**src/rtl/alu_pkg.sv**
```systemverilog
// Shared encodings for the ALU operand stage: operand source selects and
// the skid-buffer occupancy states.
package alu_pkg;

  localparam logic ASRC_RS1 = 1'b0;
  localparam logic ASRC_PC  = 1'b1;

  localparam logic [1:0] BSRC_RS2   = 2'b00;
  localparam logic [1:0] BSRC_SHAMT = 2'b01;
  localparam logic [1:0] BSRC_INC   = 2'b10;
  localparam logic [1:0] BSRC_ZERO  = 2'b11;

  typedef enum logic [1:0] {
    ST_EMPTY = 2'd0,
    ST_ONE   = 2'd1,
    ST_FULL  = 2'd2
  } state_t;

  // Shift-amount field width for a given datapath width (5 for 32, 6 for 64).
  function automatic int shamt_width(input int xlen);
    return $clog2(xlen);
  endfunction

endpackage

```
**src/rtl/alu_fwd_mux.sv**
```systemverilog
// Priority bypass for one source operand: the youngest matching valid
// forwarding source wins, and x0 always reads the regfile value.
module alu_fwd_mux #(
  parameter int XLEN    = 32,
  parameter int NUM_FWD = 2
) (
  input  logic [4:0]              rs_addr,
  input  logic [XLEN-1:0]         rf_data,
  input  logic [NUM_FWD-1:0]      fwd_valid,
  input  logic [5*NUM_FWD-1:0]    fwd_addr,
  input  logic [XLEN*NUM_FWD-1:0] fwd_data,
  output logic [XLEN-1:0]         rs_data
);

  // Walk from oldest to youngest so the lowest matching index is the last write.
  always_comb begin
    rs_data = rf_data;
    for (int i = NUM_FWD - 1; i >= 0; i--) begin
      if (fwd_valid[i] && (fwd_addr[5*i +: 5] == rs_addr) && (rs_addr != 5'd0)) begin
        rs_data = fwd_data[XLEN*i +: XLEN];
      end
    end
  end

endmodule

```
**src/rtl/alu_operand_stage.sv**
```systemverilog
// Registered ALU operand stage: forwards rs1/rs2, selects A/B and hands them
// to the ALU through a two-entry valid/ready skid buffer.
//
//  state    | meaning
//  ---------+------------------------------------------------
//  ST_EMPTY | nothing buffered, out_valid low
//  ST_ONE   | output registers hold a bundle
//  ST_FULL  | output registers and skid register both hold a bundle
module alu_operand_stage
  import alu_pkg::*;
#(
  parameter int XLEN    = 32,
  parameter int NUM_FWD = 2,
  parameter int PC_INC  = 4
) (
  input  logic                    clk,
  input  logic                    rst_n,
  input  logic                    in_valid,
  output logic                    in_ready,
  input  logic [XLEN-1:0]         in_pc,
  input  logic [XLEN-1:0]         in_rs1_data,
  input  logic [XLEN-1:0]         in_rs2_data,
  input  logic [4:0]              in_rs1_addr,
  input  logic [4:0]              in_rs2_addr,
  input  logic [XLEN-1:0]         in_imm,
  input  logic                    in_asrc,
  input  logic [1:0]              in_bsrc,
  input  logic [NUM_FWD-1:0]      fwd_valid,
  input  logic [5*NUM_FWD-1:0]    fwd_addr,
  input  logic [XLEN*NUM_FWD-1:0] fwd_data,
  input  logic                    flush,
  output logic                    out_valid,
  input  logic                    out_ready,
  output logic [XLEN-1:0]         out_a,
  output logic [XLEN-1:0]         out_b
);

  localparam int SHAMT_W = shamt_width(XLEN);
  localparam logic [XLEN-1:0] SHAMT_MASK = XLEN'((64'd1 << SHAMT_W) - 64'd1);

  typedef struct packed {
    logic [XLEN-1:0] a;
    logic [XLEN-1:0] b;
  } opnd_t;

  state_t          state;
  state_t          state_nxt;
  opnd_t           out_q;
  opnd_t           skid_q;
  opnd_t           sel;
  logic [XLEN-1:0] rs1_fwd;
  logic [XLEN-1:0] rs2_fwd;
  logic            accept;
  logic            deliver;

  alu_fwd_mux #(.XLEN(XLEN), .NUM_FWD(NUM_FWD)) u_fwd_rs1 (
    .rs_addr   (in_rs1_addr),
    .rf_data   (in_rs1_data),
    .fwd_valid (fwd_valid),
    .fwd_addr  (fwd_addr),
    .fwd_data  (fwd_data),
    .rs_data   (rs1_fwd)
  );

  alu_fwd_mux #(.XLEN(XLEN), .NUM_FWD(NUM_FWD)) u_fwd_rs2 (
    .rs_addr   (in_rs2_addr),
    .rf_data   (in_rs2_data),
    .fwd_valid (fwd_valid),
    .fwd_addr  (fwd_addr),
    .fwd_data  (fwd_data),
    .rs_data   (rs2_fwd)
  );

  // Masking the full immediate is the same as zero-extending its low SHAMT_W bits.
  always_comb begin
    sel   = '0;
    sel.a = (in_asrc == ASRC_PC) ? in_pc : rs1_fwd;
    case (in_bsrc)
      BSRC_RS2:   sel.b = rs2_fwd;
      BSRC_SHAMT: sel.b = in_imm & SHAMT_MASK;
      BSRC_INC:   sel.b = XLEN'(PC_INC);
      BSRC_ZERO:  sel.b = '0;
      default:    sel.b = '0;
    endcase
  end

  assign accept  = in_valid && in_ready;
  assign deliver = out_valid && out_ready;

  always_ff @(posedge clk) begin
    if (!rst_n) begin
      state <= ST_EMPTY;
    end else begin
      state <= state_nxt;
    end
  end

  always_comb begin
    state_nxt = state;
    case (state)
      ST_EMPTY: if (accept) state_nxt = ST_ONE;
      ST_ONE: begin
        if (accept && !deliver) state_nxt = ST_FULL;
        else if (!accept && deliver) state_nxt = ST_EMPTY;
      end
      ST_FULL:  if (deliver) state_nxt = ST_ONE;
      default:  state_nxt = ST_EMPTY;
    endcase
    if (flush) state_nxt = ST_EMPTY;
  end

  // in_ready depends only on the state register (and reset), never on out_ready.
  always_comb begin
    in_ready  = rst_n && (state != ST_FULL);
    out_valid = (state != ST_EMPTY);
  end

  always_ff @(posedge clk) begin
    if (!rst_n) begin
      out_q  <= '0;
      skid_q <= '0;
    end else if (!flush) begin
      case (state)
        ST_EMPTY: if (accept) out_q <= sel;
        ST_ONE: begin
          if (accept && deliver) out_q <= sel;
          else if (accept) skid_q <= sel;
        end
        ST_FULL:  if (deliver) out_q <= skid_q;
        default: ;
      endcase
    end
  end

  assign out_a = out_q.a;
  assign out_b = out_q.b;

endmodule
```
**config.mk**
```make
export PLATFORM = sky130hd
export DESIGN_NAME = alu_operand_stage
export DESIGN_NICKNAME = d
export VERILOG_FILES = /design/src/rtl/alu_pkg.sv /design/src/rtl/alu_fwd_mux.sv /design/src/rtl/alu_operand_stage.sv
export SDC_FILE = /design/constraint.sdc
export NUM_CORES = 1
export LEC_CHECK = 0
export BUFFER_PORTS_ARGS = -buffer_cell sky130_fd_sc_hd__buf_2
export CAP_MARGIN = 20
export CORE_MARGIN = 3
export CORE_UTILIZATION = 45
export CTS_CLUSTER_SIZE = 28
export DETAILED_ROUTE_END_ITERATION = 7
export PLACE_DENSITY_LB_ADDON = 0.12
export SLEW_MARGIN = 20
export SYNTH_ARGS = -nofsm -noshare
export SYNTH_HDL_FRONTEND = slang
export SYNTH_SLANG_ARGS = --single-unit
```
**constraint.sdc**
```tcl
create_clock -name clk -period 2.87 [get_ports clk]
set_input_delay 0.1435 -clock clk [delete_from_list [all_inputs] [get_ports clk]]
set_output_delay 0.1435 -clock clk [all_outputs]
set_load 0.05 [all_outputs]
```
==> out/qor.csv, run 1 <==
metric,value,unit
outcome,"finished, final reports clean",
reg-to-reg setup timing slack,500,ps
largest net degree at the start of global routing,70,
CTS Sinks,130,
Hold Startpoint,in_pc[14],
Final ANT Viol Nets,0,
Comb power frac,17.0,%
hold path cells,3,
Synth Instances,916,
first-pass detailed-route iteration total,7,
hold crit path type,in2reg,
GP Congestion,0.8687,
Netlist cell types,58,
Synth Cell Area,7731,µm²
net switching fraction of the power,27.08,%
largest area contributor in the netlist,dfxtp_1,
main combinational cell family by area after synthesis,compound AO/OA/AOI/OAI gates,
"most common cell after layout, fill and taps aside",buf_2,
Total Routing Usage GR,27.21,%
vias in the first global route,7369,
worst-skew pair later-pin latency,420,ps
die area,18790,µm²
Post-synth EDFFs,0,
peak supply drop,0.0004304,V
internal power,0.003924,W
reg2reg start,state[0]$_SDFFE_PP0P_,
initial antenna violation count,1,
#FFs+latches synth,130,
first-pass GRT wire length,39.92,mm
syn avg cell area,8.440,µm²
CTS Hold Buffers Added,0,
Final Cell Area,9947,µm²
row count,47,
final setup fails,0,
number of buffers created by CTS,17,
"commonest cells after routing, fill and taps aside","buf_2, dfxtp_1, a21oi_1, nand2_1, o21ai_0",
# H-tree levels,4,
Core ar.,16700,µm²
initial core utilization,46.29,%
Worst-path clk slew,60,ps
FMAX,422.8,MHz
clk root buf,clkbuf_16,
setup tns final,0,ps
Total Power,0.005380,W
Yosys Warn Count,0,
CP required,3180,ps
Final min period,2365,ps
reg-to-reg endpoint,out_a[3]$_SDFFE_PN0P_,
Die W,137.1,µm
total length of routed wires,26.18,mm
Synth Area in XOR/XNOR,1.926,%
Avg WL per Cell,19.02,µm
vias,8002,
Ports,288,
type of origin of the critical path,flip-flop,
Max Slew Vio Count,0,
share of cells above drive strength 1,33.04,%
RSZ-0062 raised after global routing,false,
Detailed Place HPWL,18.69,mm
P&R area growth vs syn,28.66,%
Resized Gates After CTS,0,
placed cell areas,9259,µm²
P_leak,4.427,nW
Setup Skew,6.086,ps
Critical Path Sink Type,flip-flop,
critical path arrival,2680,ps
clk buf depth,2,
"non-filler cells, final",1376,
most common flop cell mapped by yosys,dfxtp_1,
worst reg-to-reg path cell count,11,
placed instance count,1344,
CTS tree,yes,
Die H,137.1,µm
sequential element share of the synthesized area,33.66,%
post-synth top area share,33.66,%
clock share of power,47.8,%
Post-Synth Simple-Gate Area,14.34,%
nets,1367,
WHS Endpoint,skid_q[46]$_SDFFE_PN0P_,
Via density,5.815,
Ant. Diodes,0,
ys async rst share,0,%
PortBufs,260,
Tightest Pin Transition,849.6,ps
crit-path max FO,24,
DR DRC count,0,
post-synth net total,1140,
Psw,0.001457,W
multiplexer share of the synthesized area,9.257,%
Max Cap Violations,0,
Final Hold Fails,0,
critical path class,reg2reg,
main area contributors after synthesis,"dfxtp_1, a21oi_1, mux2i_1",
Setup Buffers After CTS,0,
Synth Area in Adders,0.3237,%
Synth Area in Compound Gates,35.25,%
PD cells,540.9,nW/µm²
crit share post-route,82.41,%
Slew HR,43.24,%
share of power burned in registers,35.2,%
drt initial violations,610,
total gr overflow,0,
synthesized netlist by cell type, types with 10 or more instances:
| library cell | number |
|---|---|
| xnor2_1 | 17 |
| a22o_1 | 31 |
| mux2_4 | 12 |
| nand3b_1 | 10 |
| mux2i_1 | 40 |
| mux2_2 | 10 |
| nor2_1 | 62 |
| clkbuf_1 | 50 |
| a22oi_1 | 11 |
| a31oi_1 | 15 |
| o21ai_0 | 73 |
| dfxtp_1 | 130 |
| o22a_1 | 31 |
| a21oi_1 | 108 |
| a222oi_1 | 16 |
| a21boi_0 | 27 |
| a221o_1 | 15 |
| o31ai_2 | 12 |
| nor3b_1 | 10 |
| nand2_1 | 87 |
| buf_2 | 27 |
state kept, by name, summed over array words and instances (netlist names):
signal	count
skid_q	64
out_b	32
out_a	32
state	2
critical path, stage by stage (launching register included):
cell and delay [ps]:
dfxtp_1 390, or2_2 330, nand2_1 100, inv_1 50, ha_1 190, inv_1 70, o21ai_0 70, and3b_2 290
nand2_2 90, buf_4 330, nor2_1 90, a32o_1 250
per-layer routing:
layer | part of all wire, % | GRT usage [%]
met2 | 47 | 43.60
met5 | 0.027 | 0
met1 | 44 | 36.57
met3 | 7.2 | 6.324
met4 | 1.8 | 7.982
worst max-delay path by stage:
stage / start / to / slack, ps
global route: state[0]$_SDFFE_PP0P_ / out_b[13]$_SDFFE_PN0P_ / 320
finish: state[0]$_SDFFE_PP0P_ / out_a[3]$_SDFFE_PN0P_ / 500
CTS: state[0]$_SDFFE_PP0P_ / out_a[3]$_SDFFE_PN0P_ / 500
floorplan: state[0]$_SDFFE_PP0P_ / out_a[22]$_SDFFE_PN0P_ / 40
detailed placement: in_rs1_addr[3] / skid_q[51]$_SDFFE_PN0P_ / 500
global placement: in_rs1_addr[3] / skid_q[51]$_SDFFE_PN0P_ / 520
cells by family (layout without fill, tap and decap cells):
logic type | after synthesis | after routing
AND/OR/NAND/NOR | 232 | 232
buffers and inverters | 89 | 329
multiplexers | 64 | 64
flip-flops | 130 | 130
AO/OA/AOI/OAI | 382 | 382
XOR/XNOR | 17 | 17
adder cells (fa/ha/maj) | 2 | 2
power by group through the flow:
stage               clock network [W]  logic (W)  registers (W)
finish                        0.00257   0.000913        0.00189
CTS                           0.00259   0.000912        0.00189
detailed placement                  0   0.000907        0.00193
global route                  0.00268   0.000985        0.00190
global placement                    0   0.000902        0.00193
floorplan                           0   0.000390        0.00210
per-stage QoR:
| step | hold WS, ps | util, % | setup WS [ps] |
|---|---|---|---|
| detailed placement | 439.7 | 55.44 | 504.5 |
| global route | 19.19 | 59.56 | 317.6 |
| CTS | 8.564 | 59.56 | 498.9 |
| floorplan | 322.9 | - | 39.61 |
| global placement | 438.3 | 55.44 | 524.4 |
| finish | 22.43 | 59.56 | 504.7 |
layout make-up:
class                      instances  area (µm²)
fill                            1568        6754
multi-input combinational        697        4767
sequential                       130        2603
timing repair buffer             293        1599
clock buffer                      18       429.2
tap                              220       275.3
clock inverter                    14       259.0
inverter                           4       15.01
Note: power is estimated with default switching activity, not from simulation.
==> run 2: changes to the inputs <==
--- a/config.mk
+++ b/config.mk
@@ -5,10 +5,11 @@
 export SDC_FILE = /design/constraint.sdc
 export NUM_CORES = 1
 export LEC_CHECK = 0
+export ABC_AREA = 1
 export BUFFER_PORTS_ARGS = -buffer_cell sky130_fd_sc_hd__buf_2
 export CAP_MARGIN = 20
 export CORE_MARGIN = 3
-export CORE_UTILIZATION = 45
+export CORE_UTILIZATION = 46
 export CTS_CLUSTER_SIZE = 28
 export DETAILED_ROUTE_END_ITERATION = 7
 export PLACE_DENSITY_LB_ADDON = 0.12
==> constraint.sdc (replaced) <==
create_clock -name clk -period 1.97 [get_ports clk]
set_input_delay 0.0985 -clock clk [delete_from_list [all_inputs] [get_ports clk]]
set_output_delay 0.0985 -clock clk [all_outputs]
set_load 0.05 [all_outputs]
==> run 2 against run 1 <==
  * Sequential power rose by 48%
  * Combinational power up 81%
  * Largest cell class unchanged
  * Core utilization rose by 4.0 points
  * Highest routed layer unchanged
  * Synthesized cell count grew 47%
  * The flow now finishes with violations (negative setup slack)
==> out/qor.csv, run 2 <==
metric,value,unit,change
Yosys Warn Count,0,,unchanged
critical path arrival,2390,ps,was 2680 ps
outcome,finished with violations,,"was finished, final reports clean"
Post-synth EDFFs,0,,unchanged
placed instance count,1766,,was 1344
vias,10030,,was 8002
Core ar.,16820,µm²,was 16700 µm²
Crit path largest cell delay,360,ps,was 390 ps
Die W,138.0,µm,was 137.1 µm
largest net degree at the start of global routing,94,,was 70
"most common cell after layout, fill and taps aside",nand2_1,,was buf_2
FMAX,492.5,MHz,was 422.8 MHz
CP required,2330,ps,was 3180 ps
crit share post-route,103.1,%,was 82.41%
Psw,0.002464,W,was 0.001457 W
worst setup margin,-60.39,ps,was 504.7 ps
crit-path max FO,6,,was 24
vias in the first global route,8812,,was 7369
Max Slew Vio Count,0,,unchanged
internal power,0.005539,W,was 0.003924 W
syn avg cell area,5.947,µm²,was 8.440 µm²
reg2reg start,state[0]$_SDFFE_PP0P_,,unchanged
critical path class,reg2reg,,unchanged
P&R area growth vs syn,33.54,%,was 28.66%
Final min period,2030,ps,was 2365 ps
"commonest cells after routing, fill and taps aside","nand2_1, buf_2, nand3_1, inv_1, a21oi_1",,"was buf_2, dfxtp_1, a21oi_1, nand2_1, o21ai_0"
Final ANT Viol Nets,0,,unchanged
net switching fraction of the power,30.79,%,was 27.08%
worst-skew pair later-pin latency,430,ps,was 420 ps
CP Cell Sequence,"inv_4, nand2_4, inv_4, nor2_4, nand2_2, inv_2, ha_4, inv_4, o21ai_2, nand2_2, nor2_4, buf_6, buf_12, clkbuf_16, o21ai_1, a21oi_1",,"was or2_2, nand2_1, inv_1, ha_1, inv_1, o21ai_0, and3b_2, nand2_2, buf_4, nor2_1, a32o_1"
first-pass GRT wire length,46.85,mm,was 39.92 mm
die area,19030,µm²,was 18790 µm²
Synth Instances,1347,,was 916
Comb power frac,20.7,%,was 17.0%
Worst-path clk slew,60,ps,about the same
DR DRC count,0,,unchanged
share of power burned in registers,34.8,%,was 35.2%
Die H,138.0,µm,was 137.1 µm
Ports,288,,unchanged
CTS Sinks,130,,unchanged
peak supply drop,0.0006318,V,was 0.0004304 V
first-pass detailed-route iteration total,5,,was 7
type of origin of the critical path,flip-flop,,unchanged
largest area contributor in the netlist,dfxtp_1,,unchanged
P_leak,6.006,nW,was 4.427 nW
"non-filler cells, final",1830,,was 1376
initial core utilization,47.63,%,was 46.29%
CTS tree,yes,,unchanged
PortBufs,260,,unchanged
ys async rst share,0,%,unchanged
Netlist cell types,23,,was 58
main area contributors after synthesis,"dfxtp_1, nand2_1, nand3_1",,"was dfxtp_1, a21oi_1, mux2i_1"
Final Hold Fails,0,,unchanged
row count,47,,unchanged
hold crit path type,in2reg,,unchanged
Slew HR,35.64,%,was 43.24%
most instantiated cells after synthesis,"nand2_1, nand3_1, a21oi_1",,"was dfxtp_1, a21oi_1, nand2_1"
Critical path origin,state[0]$_SDFFE_PP0P_,,unchanged
Synth Cell Area,8010,µm²,was 7731 µm²
Place WS,88.08,ps,was 504.5 ps
total length of routed wires,32.62,mm,was 26.18 mm
RSZ-0062 raised after global routing,true,,was false
Filler cells,1660,,was 1568
Max Cap Violations,0,,unchanged
Critical Path Sink Type,flip-flop,,unchanged
Detailed Place HPWL,21.18,mm,was 18.69 mm
Via density,5.480,,was 5.815
# H-tree levels,4,,unchanged
"Slowest-stage cell, CP",dfxtp_2,,was dfxtp_1
clk buf depth,2,,unchanged
Reg with most FFs,skid_q,,unchanged
#FFs+latches synth,130,,unchanged
initial antenna violation count,6,,was 1
final setup fails,34,,was 0
failing checks,negative setup slack,,
Hold Startpoint,in_pc[2],,was in_pc[14]
GP Congestion,0.9543,,was 0.8687
total gr overflow,0,,unchanged
PD cells,748.2,nW/µm²,was 540.9 nW/µm²
number of buffers created by CTS,17,,unchanged
most common flop cell mapped by yosys,dfxtp_1,,unchanged
post-synth top area share,32.49,%,was 33.66%
post-synth net total,1571,,was 1140
post-layout util,63.60,%,was 59.56%
top-count cell post-synth,nand2_1,,was dfxtp_1
Fin Hold WS,10.39,ps,was 22.43 ps
nets,1818,,was 1367
Tightest Pin Transition,965.4,ps,was 849.6 ps
Total Power,0.008003,W,was 0.005380 W
drt initial violations,856,,was 610
share of cells above drive strength 1,24.52,%,was 33.04%
Total Routing Usage GR,31.75,%,was 27.21%
max FFs per register,64,,unchanged
Setup Skew,10.84,ps,was 6.086 ps
sequential element share of the synthesized area,32.49,%,was 33.66%
clk root buf,clkbuf_16,,unchanged
Most Frequent Cell on Critical Path,inv_4,,was inv_1
Avg WL per Cell,17.82,µm,was 19.02 µm
clock share of power,44.5,%,was 47.8%
run 2: worst paths after layout:
kind                                                end  slack [ps]  cells after the start
worst max-delay path             out_b[27]$_SDFFE_PN0P_         -60                     16
worst min register to register    out_b[5]$_SDFFE_PN0P_         520                      2
worst max register to register   out_b[27]$_SDFFE_PN0P_         -60                     16
worst min-delay path            skid_q[34]$_SDFFE_PN0P_          10                      5
run 2: cells by family after synthesis:
group	synth area share (%)
and+or+nand+nor	33.22
AOI/OAI and AO/OA	20.01
buffers and inverters	13.75
DFF	32.49
xor gates and xnor gates	0.2187
adders and majority gates	0.3124
run 2: repair_timing:
| action | in CTS | in global routing |
|---|---|---|
| endpoints found under the hold margin | 13 | 0 |
| resized for setup | 0 | 57 |
| hold buffers | 13 | 0 |
| buffers inserted | 0 | 5 |
| endpoints found under the setup margin | 0 | 72 |
run 2: worst max-delay path: cells and delay by family (launching register included):
kind / cells / cell delay [ps]
buf+inv: 7 / 670
compound gates: 3 / 350
simple gates: 5 / 430
fa+ha+maj: 1 / 140
flops: 1 / 360
run 2: layer usage:
metal  track usage, %  share of wire (%)  vias up
met5                0               0.17        -
met4            14.98                4.3        8
met3            6.676                 10       98
met1            42.04                 40     4520
met2            49.48                 45      561
li1                 -                  -     4841
run 2: area by class of cell:
cell class                 instances  area [µm²]  share of cell area, %
sequential                       130        2608                  24.38
timing repair inverter             1       6.256                0.05849
timing repair buffer             323        2074                  19.39
tap                              220       275.3                  2.573
multi-input combinational        950        4413                  41.26
inverter                         171       656.9                  6.141
clock inverter                    14       226.5                  2.117
antenna                            3       7.507                0.07018
clock buffer                      18       429.2                  4.012
run 2: through the flow:
stage	cell area, µm²	setup TNS [ps]
2_1_floorplan	8070	-1854
3_3_place_gp	9537	0
3_5_place_dp	9537	0
4_1_cts	10320	0
5_1_grt	10690	-7673
6_report	10700	-1029
run 2: power by group through the flow:
stage | clock network (W) | registers [W] | logic [W]
after floorplan | 0 | 0.00312 | 0.000658
after global placement | 0 | 0.00284 | 0.00150
after detailed placement | 0 | 0.00284 | 0.00151
after CTS | 0.00357 | 0.00278 | 0.00154
after global routing | 0.00371 | 0.00279 | 0.00179
final | 0.00356 | 0.00279 | 0.00165
